==> src/rtl/booth_product_accumulator_if.sv <==
// Valid/ready bundle between the Booth multiplier, the accumulator and the result consumer.
// The master side drives products and takes results; the slave side is the accumulator.
interface booth_product_accumulator_if #(
  parameter int unsigned ACC_W = 10
) ();
  logic signed [7:0]       prod_in;
  logic                    prod_valid;
  logic                    prod_ready;
  logic signed [ACC_W-1:0] acc_out;
  logic                    acc_valid;
  logic                    acc_ready;

  modport master (
    output prod_in, prod_valid, acc_ready,
    input  prod_ready, acc_out, acc_valid
  );

  modport slave (
    input  prod_in, prod_valid, acc_ready,
    output prod_ready, acc_out, acc_valid
  );
endinterface

==> src/rtl/booth_product_accumulator.sv <==
// Accumulates a frame of 1..2^COUNT_W signed 8-bit products into a saturating ACC_W-bit sum
// and holds the result on a valid/ready output until the consumer takes it.
module booth_product_accumulator #(
  parameter int unsigned ACC_W   = 10,
  parameter int unsigned COUNT_W = 4
) (
  input  logic                        clk,
  input  logic                        rst_n,
  booth_product_accumulator_if.slave  bus,
  input  logic [COUNT_W-1:0]          frame_len,
  input  logic                        clear,
  output logic                        sat,
  output logic                        busy
);

  typedef enum logic [1:0] {StIdle, StAccum, StHold} state_e;

  localparam logic [ACC_W-1:0]   SatMax   = {1'b0, {(ACC_W-1){1'b1}}};
  localparam logic [ACC_W-1:0]   SatMin   = {1'b1, {(ACC_W-1){1'b0}}};
  localparam logic [COUNT_W:0]   CountOne = {{COUNT_W{1'b0}}, 1'b1};
  localparam logic [COUNT_W:0]   LenMax   = {1'b1, {COUNT_W{1'b0}}};

  state_e             state_q, state_d;
  logic [ACC_W-1:0]   acc_q, acc_d;
  logic               sat_q, sat_d;
  logic [COUNT_W:0]   count_q, count_d;
  logic [COUNT_W:0]   len_q, len_d;

  logic               accept;
  logic [ACC_W-1:0]   prod_ext;
  logic [ACC_W:0]     sum;
  logic               ovf;
  logic [ACC_W-1:0]   add_res;
  logic [COUNT_W:0]   len_new;
  logic [COUNT_W:0]   count_inc;

  assign accept   = bus.prod_valid && (state_q != StHold);
  assign prod_ext = {{(ACC_W-8){bus.prod_in[7]}}, bus.prod_in};

  // One guard bit: overflow shows up as disagreement between the top two sum bits.
  assign sum      = {acc_q[ACC_W-1], acc_q} + {prod_ext[ACC_W-1], prod_ext};
  assign ovf      = sum[ACC_W] ^ sum[ACC_W-1];
  assign add_res  = ovf ? (sum[ACC_W] ? SatMin : SatMax) : sum[ACC_W-1:0];

  assign len_new   = (frame_len == '0) ? LenMax : {1'b0, frame_len};
  assign count_inc = count_q + CountOne;

  always_comb begin
    state_d = state_q;
    acc_d   = acc_q;
    sat_d   = sat_q;
    count_d = count_q;
    len_d   = len_q;

    if (clear) begin
      // Abort wins over any handshake; acc/sat linger until the next frame loads.
      state_d = StIdle;
      count_d = '0;
    end else begin
      unique case (state_q)
        StIdle: begin
          if (accept) begin
            acc_d   = prod_ext;
            sat_d   = 1'b0;
            count_d = CountOne;
            len_d   = len_new;
            state_d = (len_new == CountOne) ? StHold : StAccum;
          end
        end
        StAccum: begin
          if (accept) begin
            acc_d   = add_res;
            sat_d   = sat_q | ovf;
            count_d = count_inc;
            if (count_inc == len_q) state_d = StHold;
          end
        end
        StHold: begin
          if (bus.acc_ready) state_d = StIdle;
        end
        default: state_d = StIdle;
      endcase
    end
  end

  always_ff @(posedge clk or negedge rst_n) begin
    if (!rst_n) begin
      state_q <= StIdle;
      acc_q   <= '0;
      sat_q   <= 1'b0;
      count_q <= '0;
      len_q   <= '0;
    end else begin
      state_q <= state_d;
      acc_q   <= acc_d;
      sat_q   <= sat_d;
      count_q <= count_d;
      len_q   <= len_d;
    end
  end

  assign bus.prod_ready = (state_q != StHold);
  assign bus.acc_valid  = (state_q == StHold);
  assign bus.acc_out    = acc_q;
  assign sat            = sat_q;
  assign busy           = (state_q != StIdle);

endmodule
==> src/flat_wrapper.sv <==
// flat-port wrapper written by rule: the top's interface ports become plain ports
module booth_product_accumulator_flat 
#(
  parameter int unsigned ACC_W   = 10,
  parameter int unsigned COUNT_W = 4
)
  (clk, rst_n, frame_len, clear, sat, busy, bus_prod_in, bus_prod_valid, bus_acc_ready, bus_prod_ready, bus_acc_out, bus_acc_valid);
  booth_product_accumulator_if #(.ACC_W(ACC_W)) bus_i ();
  input  logic clk;
  input  logic rst_n;
  input  logic [COUNT_W-1:0] frame_len;
  input  logic clear;
  output logic sat;
  output logic busy;
  input wire logic [$bits(bus_i.prod_in)-1:0] bus_prod_in;
  input wire logic [$bits(bus_i.prod_valid)-1:0] bus_prod_valid;
  input wire logic [$bits(bus_i.acc_ready)-1:0] bus_acc_ready;
  output wire logic [$bits(bus_i.prod_ready)-1:0] bus_prod_ready;
  output wire logic [$bits(bus_i.acc_out)-1:0] bus_acc_out;
  output wire logic [$bits(bus_i.acc_valid)-1:0] bus_acc_valid;
  assign bus_i.prod_in = bus_prod_in;
  assign bus_i.prod_valid = bus_prod_valid;
  assign bus_i.acc_ready = bus_acc_ready;
  assign bus_prod_ready = bus_i.prod_ready;
  assign bus_acc_out = bus_i.acc_out;
  assign bus_acc_valid = bus_i.acc_valid;
  booth_product_accumulator #(.ACC_W(ACC_W), .COUNT_W(COUNT_W)) u_core (.clk(clk), .rst_n(rst_n), .bus(bus_i), .frame_len(frame_len), .clear(clear), .sat(sat), .busy(busy));
endmodule
==> config.mk <==
export PLATFORM = sky130hd
export DESIGN_NAME = booth_product_accumulator_flat
export DESIGN_NICKNAME = d
export VERILOG_FILES = /design/src/rtl/booth_product_accumulator_if.sv /design/src/rtl/booth_product_accumulator.sv /design/src/flat_wrapper.sv
export SDC_FILE = /design/constraint.sdc
export NUM_CORES = 1
export LEC_CHECK = 0
export ABC_AREA = 1
export BUFFER_PORTS_ARGS = -buffer_cell sky130_fd_sc_hd__buf_2
export CAP_MARGIN = 40
export CORE_AREA = 3 3 68 70
export CTS_BUF_LIST = sky130_fd_sc_hd__clkbuf_16
export DETAILED_ROUTE_END_ITERATION = 10
export DIE_AREA = 0 0 71 73
export GPL_TIMING_DRIVEN = 0
export PLACE_DENSITY = 0.65
export SLEW_MARGIN = 20
export SYNTH_ARGS = -nofsm -noshare
export SYNTH_HDL_FRONTEND = slang
export SYNTH_SLANG_ARGS = --single-unit
==> constraint.sdc <==
create_clock -name clk -period 5.38 [get_ports clk]
set_input_delay 0.269 -clock clk [delete_from_list [all_inputs] [get_ports clk]]
set_output_delay 0.269 -clock clk [all_outputs]
set_load 0.005 [all_outputs]
==> results of run 1 <==
## cell families (layout without fill, tap and decap cells)
logic type               Yosys count  in the layout
buffers and inverters             35             69
AND/OR/NAND/NOR                  164            164
flip-flops                        23             23
XOR/XNOR                          10             10
AO/OA/AOI/OAI                     26             26
adder cells (fa/ha/maj)           12             12
## metal layers
metal / vias up / part of all wire / GRT usage / routed length (microns)
met5: - / 0 / 0 / 0
met4: 0 / 0.0094 / 0.0459 / 40
met3: 4 / 0.049 / 0.0262 / 209
met2: 45 / 0.42 / 0.278 / 1810
met1: 772 / 0.52 / 0.261 / 2210
li1: 929 / - / - / -
## per-stage QoR
| step | total power (W) | cells | cell area [sq um] | utilization |
|---|---|---|---|---|
| finish | 0.00116 | 354 | 2130 | 0.529 |
| global route | 0.00128 | 354 | 2130 | 0.529 |
| CTS | 0.00117 | 354 | 2130 | 0.529 |
| detailed placement | 0.000993 | 350 | 2050 | 0.509 |
| global placement | 0.000983 | 350 | 2050 | 0.509 |
| floorplan | 0.000813 | 270 | 1840 | - |
## sequential cells by signal, indices dropped and copies added, names as in the netlist
register and cells:
u_core.count_q 5, u_core.len_q 5, u_core.bus.acc_out 10, u_core.state_q 2, u_core.sat 1
## where the power goes
| part | leakage [nW] | switching [W] | internal [W] | total, W |
|---|---|---|---|---|
| clock | 0.0409 | 0.0000675 | 0.000100 | 0.000168 |
| sequential | 0.287 | 0.0000554 | 0.000237 | 0.000292 |
| combinational | 0.855 | 0.000425 | 0.000270 | 0.000696 |
## Yosys cell counts (all sizes together)
cell     count
nand2       94
nor2        37
inv         33
dfrtp       23
nand3       23
a21oi       12
ha          11
o21ai        9
xor2         8
nand4        5
or2          3
xnor2        2
a22o         1
a2bb2oi      1
a32o         1
buf          1
clkbuf       1
fa           1
nand3b       1
nor3         1
o21bai       1
o22ai        1
## layout make-up
class,count,share of cell area
Multi-Input combinational cell,212,0.531
Sequential cell,23,0.270
Timing Repair Buffer,30,0.0704
Inverter,33,0.0581
Clock buffer,3,0.0352
Tap cell,50,0.0293
Buffer,2,0.00411
Clock inverter,1,0.00235
## worst max-delay path: stages (launching register included)
cell and delay [ns]:
dfrtp_1 0.40, ha_1 0.28, fa_1 0.47, a21oi_1 0.28, nor3_1 0.11, o21ai_0 0.16, nand2_1 0.08, nor2_1 0.12
nor2_1 0.05, nor2_1 0.07
## layout by cell type (no fill, tap or decap), types with 3 or more instances in the layout
cell type	instances
nand2_1	87
nor2_1	31
inv_1	31
buf_2	31
dfrtp_1	23
nand3_1	21
ha_1	11
a21oi_1	10
o21ai_0	9
xor2_1	8
nand2_2	5
nand4_1	5
nor2_2	4
or2_2	3
clkbuf_16	3
## path summary, 6_finish.rpt
check                                      start               endpoint  slack, ns  cells after the start
min in group clk                    frame_len[2]        u_core.len_q[2]       0.22                      3
setup / recovery           u_core.bus.acc_out[0]  u_core.bus.acc_out[8]       3.31                      9
hold / removal                             rst_n  u_core.bus.acc_out[2]     -0.008                      1
setup reg to reg           u_core.bus.acc_out[0]  u_core.bus.acc_out[8]       3.31                      9
max in group asynchronous                  rst_n  u_core.bus.acc_out[1]       5.02                      1
hold reg to reg                  u_core.len_q[1]        u_core.len_q[1]       0.50                      2
==> results.toml, run 1 <==
[outcome]
status = "finished with violations"
failed_checks = "negative hold slack"

[routing]
drt_iter0_drc = 75
drc = 0
wire_per_inst_microns = 12.1
firstDrtPassIters = 4
postRouteAntennaNets = 0
vias = 1750
drt-vias-per-instance = 4.94
drt-total-wl_microns = 4270

[logic_synthesis]
synthXorXnorAreaFrac = 0.0476
synth-compound-area-share = 0.0837
synthMuxAreaShare = 0
syn_inst = 270
synthAdderAreaFrac = 0.0857
ys_warn_count = 0
synth_nets = 299
ys_top_cells_by_area = "dfrtp_1, nand2_1, ha_1"
ys_ff_latch = 23
syn_avg_cell_area_sq_um = 6.81
syn-cell-area_sq_um = 1840
synth_top_cell_by_area = "dfrtp_1"
synth-simple-area-share = 0.398
yosysTopAreaCellShare = 0.313
synth_seq_area_share = 0.313
synth_top_family_by_area = "simple AND/OR/NAND/NOR gates"
yosys.cell_types.count = 29

[clock_tree]
clk_pin_slew_worst_paths_ns = 0.06
clockRootBuffer = "clkbuf_16"
ctsResizeCount = 0
cts_made_buffers = 3
cts_tree = "yes"
post_cts_buffers = 0
worst_skew_pair.late_latency_ns = 0.26
clock-sinks = 23
holdBufCountCts = 0
cts_buffer_depth = 2
htreeDepth = 1

[power]
p_per_area_nw_per_um2 = 542
p_leak_nw = 1.18
ir_worst_vdd_mv = 0.240

[setup_path]
critical_path_class = "flop to flop"
cp.required_ns = 5.58
startpoint_type = "flop"
crit_arrival_ns = 2.26
cp_max_fo = 4
endpoint_kind = "flop"

[die]
fp-row-count = 23
initial_core_util = 0.457
die_area_sq_um = 5180
die_w_microns = 71
die_height_microns = 73
coreArea_sq_um = 4030
io_pins = 31

[min_path]
hold_path_class = "primary input to async pin"

[placement]
port_buffers = 30
dpl_worst_slack_ns = 3.35
place.gp.congestion = 0.855
hpwl_microns = 3370

[sta]
tns_ns = 0
skew_ns = 0.00182
fmax_ghz = 0.484
fin_crit_sh = 0.384
whs_ns = -0.00829
worst_slack_ns = 3.31
max_slew.worst_pin.slew_ns = 0.553
rsz0062_at_grt = "no"
setup_violations = 0
slew_viol_final = 0
relSlewSlack = 0.632
hold_viol = 23
layout_min_cycle_time_ns = 2.07

[global_routing]
grt_use_total = 0.179
grt_max_degree = 24
antenna_found_initial = 0
overflow = 0
grt_pass1_vias = 1626
grt_pass1_wl_microns = 7390

[layout]
fin_nets = 334
drive_gt1_frac = 0.188
n_fill_cell = 463
seqCellArea_sq_um = 576
syn_to_final_growth_pct = 15.9
antenna_cells = 0
multi_input_area_sq_um = 1130

[job]
cap_violations = 0
Power figures use the tool's default switching activity.
==> inputs of run 2 (changes only) <==
--- a/config.mk
+++ b/config.mk
@@ -13,7 +13,7 @@
 export DETAILED_ROUTE_END_ITERATION = 10
 export DIE_AREA = 0 0 71 73
 export GPL_TIMING_DRIVEN = 0
-export PLACE_DENSITY = 0.65
+export PLACE_DENSITY = 0.68
 export SLEW_MARGIN = 20
 export SYNTH_ARGS = -nofsm -noshare
 export SYNTH_HDL_FRONTEND = slang
==> constraint.sdc (replaced) <==
create_clock -name clk -period 1.7 [get_ports clk]
set_input_delay 0.085 -clock clk [delete_from_list [all_inputs] [get_ports clk]]
set_output_delay 0.085 -clock clk [all_outputs]
set_load 0.005 [all_outputs]
==> results.toml, run 2 (same netlist as run 1, synthesis figures left out) <==
[outcome]
status = "finished with violations"
failed_checks = "negative setup slack"

[die]
fp-row-count = 23
die_w_microns = 71
die_height_microns = 73
coreArea_sq_um = 4030
initial_core_util = 0.457
io_pins = 31
die_area_sq_um = 5180

[sta]
rsz0062_at_grt = "yes"
fin_crit_sh = 1.09
relSlewSlack = 0.638
skew_ns = 0.00371
setup_violations = 11
worst_slack_ns = -0.153
hold_viol = 0
max_slew.worst_pin.slew_ns = 0.543
fmax_ghz = 0.540
layout_min_cycle_time_ns = 1.85
slew_viol_final = 0

[global_routing]
antenna_found_initial = 0
grt_pass1_wl_microns = 7580
grt-busiest-layer = "met2"
grt_use_met2 = 0.325
grt_use_total = 0.183
grt_use_met3 = 0.0344
use_met1 = 0.224
grt_max_degree = 24
overflow = 0
grt_pass1_vias = 1779

[power]
p_leak_nw = 1.29
p_sw_w = 0.00203
p_per_area_nw_per_um2 = 1780
power_frac_clock = 0.118
intPower_w = 0.00238
p_comb_frac = 0.665
seq_power_share = 0.217
ir_worst_vdd_mv = 0.743
sw_frac_of_total = 0.460

[routing]
firstDrtPassIters = 4
drt_iter0_drc = 44
postRouteAntennaNets = 0
wire_per_inst_microns = 12.4
vias = 1863
drt-vias-per-instance = 5.05
drc = 0
drt-total-wl_microns = 4590

[placement]
dpl_worst_slack_ns = -0.238
place.gp.congestion = 0.829
place_area_sq_um = 2120
dp_cells = 350
hpwl_microns = 3320
port_buffers = 30

[layout]
drive_gt1_frac = 0.329
final_common_cell = "nand2_1"
largest_register_ffs = 10
final_cell_area_sq_um = 2470
utilization = 0.614
antenna_cells = 0
final_cell_count_no_fill = 369
fin_nets = 349
syn_to_final_growth_pct = 34.5
mostFrequentLayoutCells = "nand2_1, inv_1, buf_2, nor2_1, dfrtp_1"

[clock_tree]
htreeDepth = 1
worst_skew_pair.late_latency_ns = 0.26
clk_pin_slew_worst_paths_ns = 0.06
cts_buffer_depth = 2
clock-sinks = 23
cts_tree = "yes"
cts_made_buffers = 3
clockRootBuffer = "clkbuf_16"

[setup_path]
crit_arrival_ns = 2.01
cp_slowest_cell = "dfrtp_1"
endpoint_kind = "flop"
crit_path_max_incr_delay_ns = 0.41
r2r-start = "u_core.bus.acc_out[6]"
r2r_setup_slack_ns = -0.15
critical_path_class = "flop to flop"
crit_chain = "ha_4, nand2_1, nand2_1, a21oi_2, buf_4, nand4_1, nand2_2, nand2_4, nand2_1, nand3_1, nand2_1, nand2_1"
cp.required_ns = 1.85
cp_max_fo = 8
path_common_cell = "nand2_1"
crit_start = "u_core.bus.acc_out[6]"
startpoint_type = "flop"

[min_path]
hold_path_class = "primary input to flop"
min_from = "frame_len[2]"

[job]
cap_violations = 0
[run 2: cell types whose count changed in the layout (fill, tap and decap cells not counted), sizes merged]
cell | before | now
buf | 31 | 45
clkinv | 1 | 0
dlygate4sd3 | 0 | 1
inv | 33 | 34
[run 2: cell type report]
type,instances,area [sq um]
fill,388,1560
multi-input combinational,212,1360
sequential,23,577
timing repair buffer,45,265
inverter,33,124
clock buffer,3,75.1
tap,50,62.6
buffer,2,8.76
clock inverter,1,3.75
[run 2: worst paths after layout]
path	to	cells past startpoint
min in group asynchronous	u_core.len_q[4]	2
worst max-delay path	u_core.bus.acc_out[3]	12
worst min register to register	u_core.sat	2
worst min-delay path	u_core.len_q[2]	3
worst max register to register	u_core.bus.acc_out[3]	12
max in group asynchronous	u_core.count_q[0]	2
[run 2: worst max-delay path: cells and delay by family (launching register included)]
| family | cells | cell delay (ns) |
|---|---|---|
| flops | 1 | 0.41 |
| fa+ha+maj | 1 | 0.25 |
| simple gates | 9 | 0.73 |
| buf+inv | 1 | 0.15 |
| compound gates | 1 | 0.22 |
[run 2: metal layers]
layer / routed length (microns) / vias up
li1: - / 959
met1: 2010 / 864
met2: 2310 / 34
met3: 210 / 6
met4: 54 / 0
met5: 0 / -
[run 2: power groups by stage]
| stage | sequential, W | clock [W] | combinational (W) |
|---|---|---|---|
| after global placement | 0.000950 | 0 | 0.00225 |
| final | 0.000957 | 0.000522 | 0.00294 |
| after floorplan | 0.000941 | 0 | 0.00173 |
| after global routing | 0.000985 | 0.000555 | 0.00326 |
| after detailed placement | 0.000954 | 0 | 0.00228 |
| after CTS | 0.000952 | 0.000536 | 0.00268 |
[run 2: through the flow]
step / hold WS [ns] / TNS [ns] / total power [W]
floorplan: -0.211 / -0.0324 / 0.00267
global placement: 0.106 / -1.35 / 0.00320
detailed placement: 0.109 / -1.81 / 0.00324
CTS: 0.0416 / -0.805 / 0.00417
global route: 0.0691 / -2.41 / 0.00480
finish: 0.0371 / -1.17 / 0.00442
[run 2: repair_timing]
| action | CTS | global route |
|---|---|---|
| setup buffers | 10 | 4 |
| gates resized for setup | 19 | 16 |
| hold endpoints to repair | 23 | 0 |
| endpoints found under the setup margin | 11 | 14 |
| gates cloned | 0 | 0 |
| hold buffers | 1 | 0 |
| pin swaps | 18 | 8 |
==> inputs of run 3 (changes only) <==
--- a/config.mk
+++ b/config.mk
@@ -5,15 +5,13 @@
 export SDC_FILE = /design/constraint.sdc
 export NUM_CORES = 1
 export LEC_CHECK = 0
-export ABC_AREA = 1
 export BUFFER_PORTS_ARGS = -buffer_cell sky130_fd_sc_hd__buf_2
 export CAP_MARGIN = 40
-export CORE_AREA = 3 3 68 70
+export CORE_AREA = 3 3 67 69
 export CTS_BUF_LIST = sky130_fd_sc_hd__clkbuf_16
 export DETAILED_ROUTE_END_ITERATION = 10
-export DIE_AREA = 0 0 71 73
-export GPL_TIMING_DRIVEN = 0
-export PLACE_DENSITY = 0.68
+export DIE_AREA = 0 0 70 72
+export PLACE_DENSITY = 0.67
 export SLEW_MARGIN = 20
 export SYNTH_ARGS = -nofsm -noshare
 export SYNTH_HDL_FRONTEND = slang
==> results.toml, run 3 <==
[logic_synthesis]
syn-cell-area_sq_um = 1760
synth_common_cells = "dfrtp_1, a21oi_1, ha_1, o21ai_0, xnor2_1"
synth-main-ff-cell = "dfrtp_1"
synthArstFlopShare = 1.00
synth-simple-area-share = 0.212
synth_nets = 217
synthAdderAreaFrac = 0.0895
ys_top_cells_by_area = "dfrtp_1, ha_1, xnor2_1"
ys_warn_count = 0
synthXorXnorAreaFrac = 0.0646
syn_inst = 188
synth.most_common_cell = "dfrtp_1"
yosysTopAreaCellShare = 0.327
synthMuxAreaShare = 0.0384
synth_seq_area_share = 0.327
synth_top_cell_by_area = "dfrtp_1"
synth_enable_flop_cells = 0
synth-compound-area-share = 0.241
syn_avg_cell_area_sq_um = 9.37
yosys.cell_types.count = 50
ys_ff_latch = 23
synth_top_family_by_area = "compound AO/OA/AOI/OAI gates"

[sta]
layout_min_cycle_time_ns = 2.36
fin_crit_sh = 1.39
max_slew.worst_pin.slew_ns = 0.554
rsz0062_at_grt = "yes"
relSlewSlack = 0.630
worst_slack_ns = -0.660
slew_viol_final = 0
skew_ns = 0.00101
setup_violations = 11
fmax_ghz = 0.424
hold_viol = 0

[setup_path]
cp_max_fo = 3
crit_chain = "ha_2, fa_2, a211oi_2, o21ai_2, a2111oi_4, o21a_4, nor2_4, a221o_1"
crit_path_max_incr_delay_ns = 0.43
startpoint_type = "flop"
ff2ff_path_depth = 8
crit_family = "compound AO/OA/AOI/OAI gates"
cp_slowest_cell = "a2111oi_4"
endpoint_kind = "flop"
crit_arrival_ns = 2.50
cp_num_cells = 8
critical_path_class = "flop to flop"
critical_path_buf_inv_count = 0
cp.required_ns = 1.84

[layout]
n_fill_cell = 355
fin_nets = 302
utilization = 0.636
seqCellArea_sq_um = 576
final_common_cell = "buf_4"
mostFrequentLayoutCells = "buf_4, buf_2, dfrtp_1, a21oi_1"
largest_register_ffs = 10
antenna_cells = 0
final_cell_area_sq_um = 2520
syn_to_final_growth_pct = 43.3
multi_input_area_sq_um = 1230
drive_gt1_frac = 0.445

[outcome]
failed_checks = "negative setup slack"
status = "finished with violations"

[clock_tree]
cts_made_buffers = 3
htreeDepth = 1
cts_buffer_depth = 2
clk_pin_slew_worst_paths_ns = 0.06
cts_tree = "yes"
clockRootBuffer = "clkbuf_16"
clock-sinks = 23
worst_skew_pair.late_latency_ns = 0.26

[routing]
wire_per_inst_microns = 14.9
top_layer_used = "met4"
vias = 1750
postRouteAntennaNets = 0
wl_met1_microns = 1990
drc = 0
drt_iter0_drc = 77
drt-vias-per-instance = 5.43
wl_met2_microns = 2500
firstDrtPassIters = 4
drt-total-wl_microns = 4800
wl_met3_microns = 189

[placement]
place_area_sq_um = 2350
port_buffers = 30
hpwl_microns = 3660
place.gp.congestion = 0.935

[global_routing]
grt_max_degree = 24
overflow = 0
grt_pass1_wl_microns = 7960
grt_pass1_vias = 1740
antenna_found_initial = 0
grt_use_total = 0.201

[die]
fp-row-count = 23
die_height_microns = 72
io_pins = 31
die_area_sq_um = 5040
initial_core_util = 0.444
coreArea_sq_um = 3970
die_w_microns = 70

[power]
power_frac_clock = 0.124
p_per_area_nw_per_um2 = 1650
p_sw_w = 0.00163
intPower_w = 0.00254
p_leak_nw = 1.15
ir_worst_vdd_mv = 0.878
p_comb_frac = 0.658
seq_power_share = 0.218
sw_frac_of_total = 0.391

[job]
cap_violations = 0

[min_path]
hold_path_class = "primary input to flop"
holdPathStages = 3
run 3: cell count changes after synthesis, sizes merged, moves of 9 or more:
cell	delta
a21oi	+9
inv	-28
nand2	-84
nand3	-13
nor2	-26
xnor2	+9
run 3: kinds of logic after synthesis:
group,count (synthesis)
simple gates,66
fa+ha+maj,12
compound gates,59
flops,23
mux,6
buf+inv,9
xor+xnor,13
run 3: tightest hold or removal path: stages:
cell,delay (ns)
buf_2,0.08
o32a_1,0.11
nor2_1,0.04
run 3: area by class of cell:
| cell class | instances | area share |
|---|---|---|
| Multi-Input combinational cell | 156 | 0.486 |
| Sequential cell | 23 | 0.228 |
| Timing Repair Buffer | 84 | 0.222 |
| Clock buffer | 3 | 0.0297 |
| Tap cell | 50 | 0.0248 |
| Inverter | 5 | 0.00743 |
| Clock inverter | 1 | 0.00149 |
run 3: worst paths after layout:
path,end,slack (ns),startpoint
setup / recovery,u_core.bus.acc_out[1],-0.66,u_core.bus.acc_out[0]
hold / removal,u_core.state_q[1],0.08,bus_acc_ready
setup reg to reg,u_core.bus.acc_out[1],-0.66,u_core.bus.acc_out[0]
hold reg to reg,u_core.len_q[0],0.54,u_core.len_q[0]
max in group asynchronous,u_core.state_q[0],0.98,rst_n
min in group asynchronous,u_core.bus.acc_out[6],0.34,rst_n
run 3: timing repair:
action	in CTS	in global routing
hold buffers	1	0
endpoints found under the setup margin	12	12
gates resized for setup	8	5
pin swaps	5	6
buffers inserted	0	2
endpoints found under the hold margin	23	0
run 3: per-layer routing:
layer,up-vias,track usage
met3,12,0.0360
met5,-,0
met2,38,0.354
li1,873,-
met4,0,0.109
met1,827,0.234
run 3: metrics by stage:
step                      worst slack [ns]  setup TNS, ns  hold slack [ns]  instances  total power [W]
after global placement              -0.605          -5.95            0.108        315          0.00347
after floorplan                     -0.620          -5.87           -0.211        188          0.00239
after detailed placement            -0.650          -6.42            0.107        315          0.00350
final                               -0.660          -6.30           0.0847        322          0.00416
after global routing                -0.761          -7.51           0.0955        322          0.00451
after CTS                           -0.687          -5.96           0.0828        320          0.00411
run 3: power groups by stage:
stage               sequential, W  combinational (W)  clock [W]
detailed placement       0.000911            0.00259          0
global placement         0.000905            0.00256          0
finish                   0.000909            0.00274   0.000517
floorplan                0.000904            0.00149          0
CTS                      0.000904            0.00268   0.000531
global route             0.000936            0.00302   0.000552
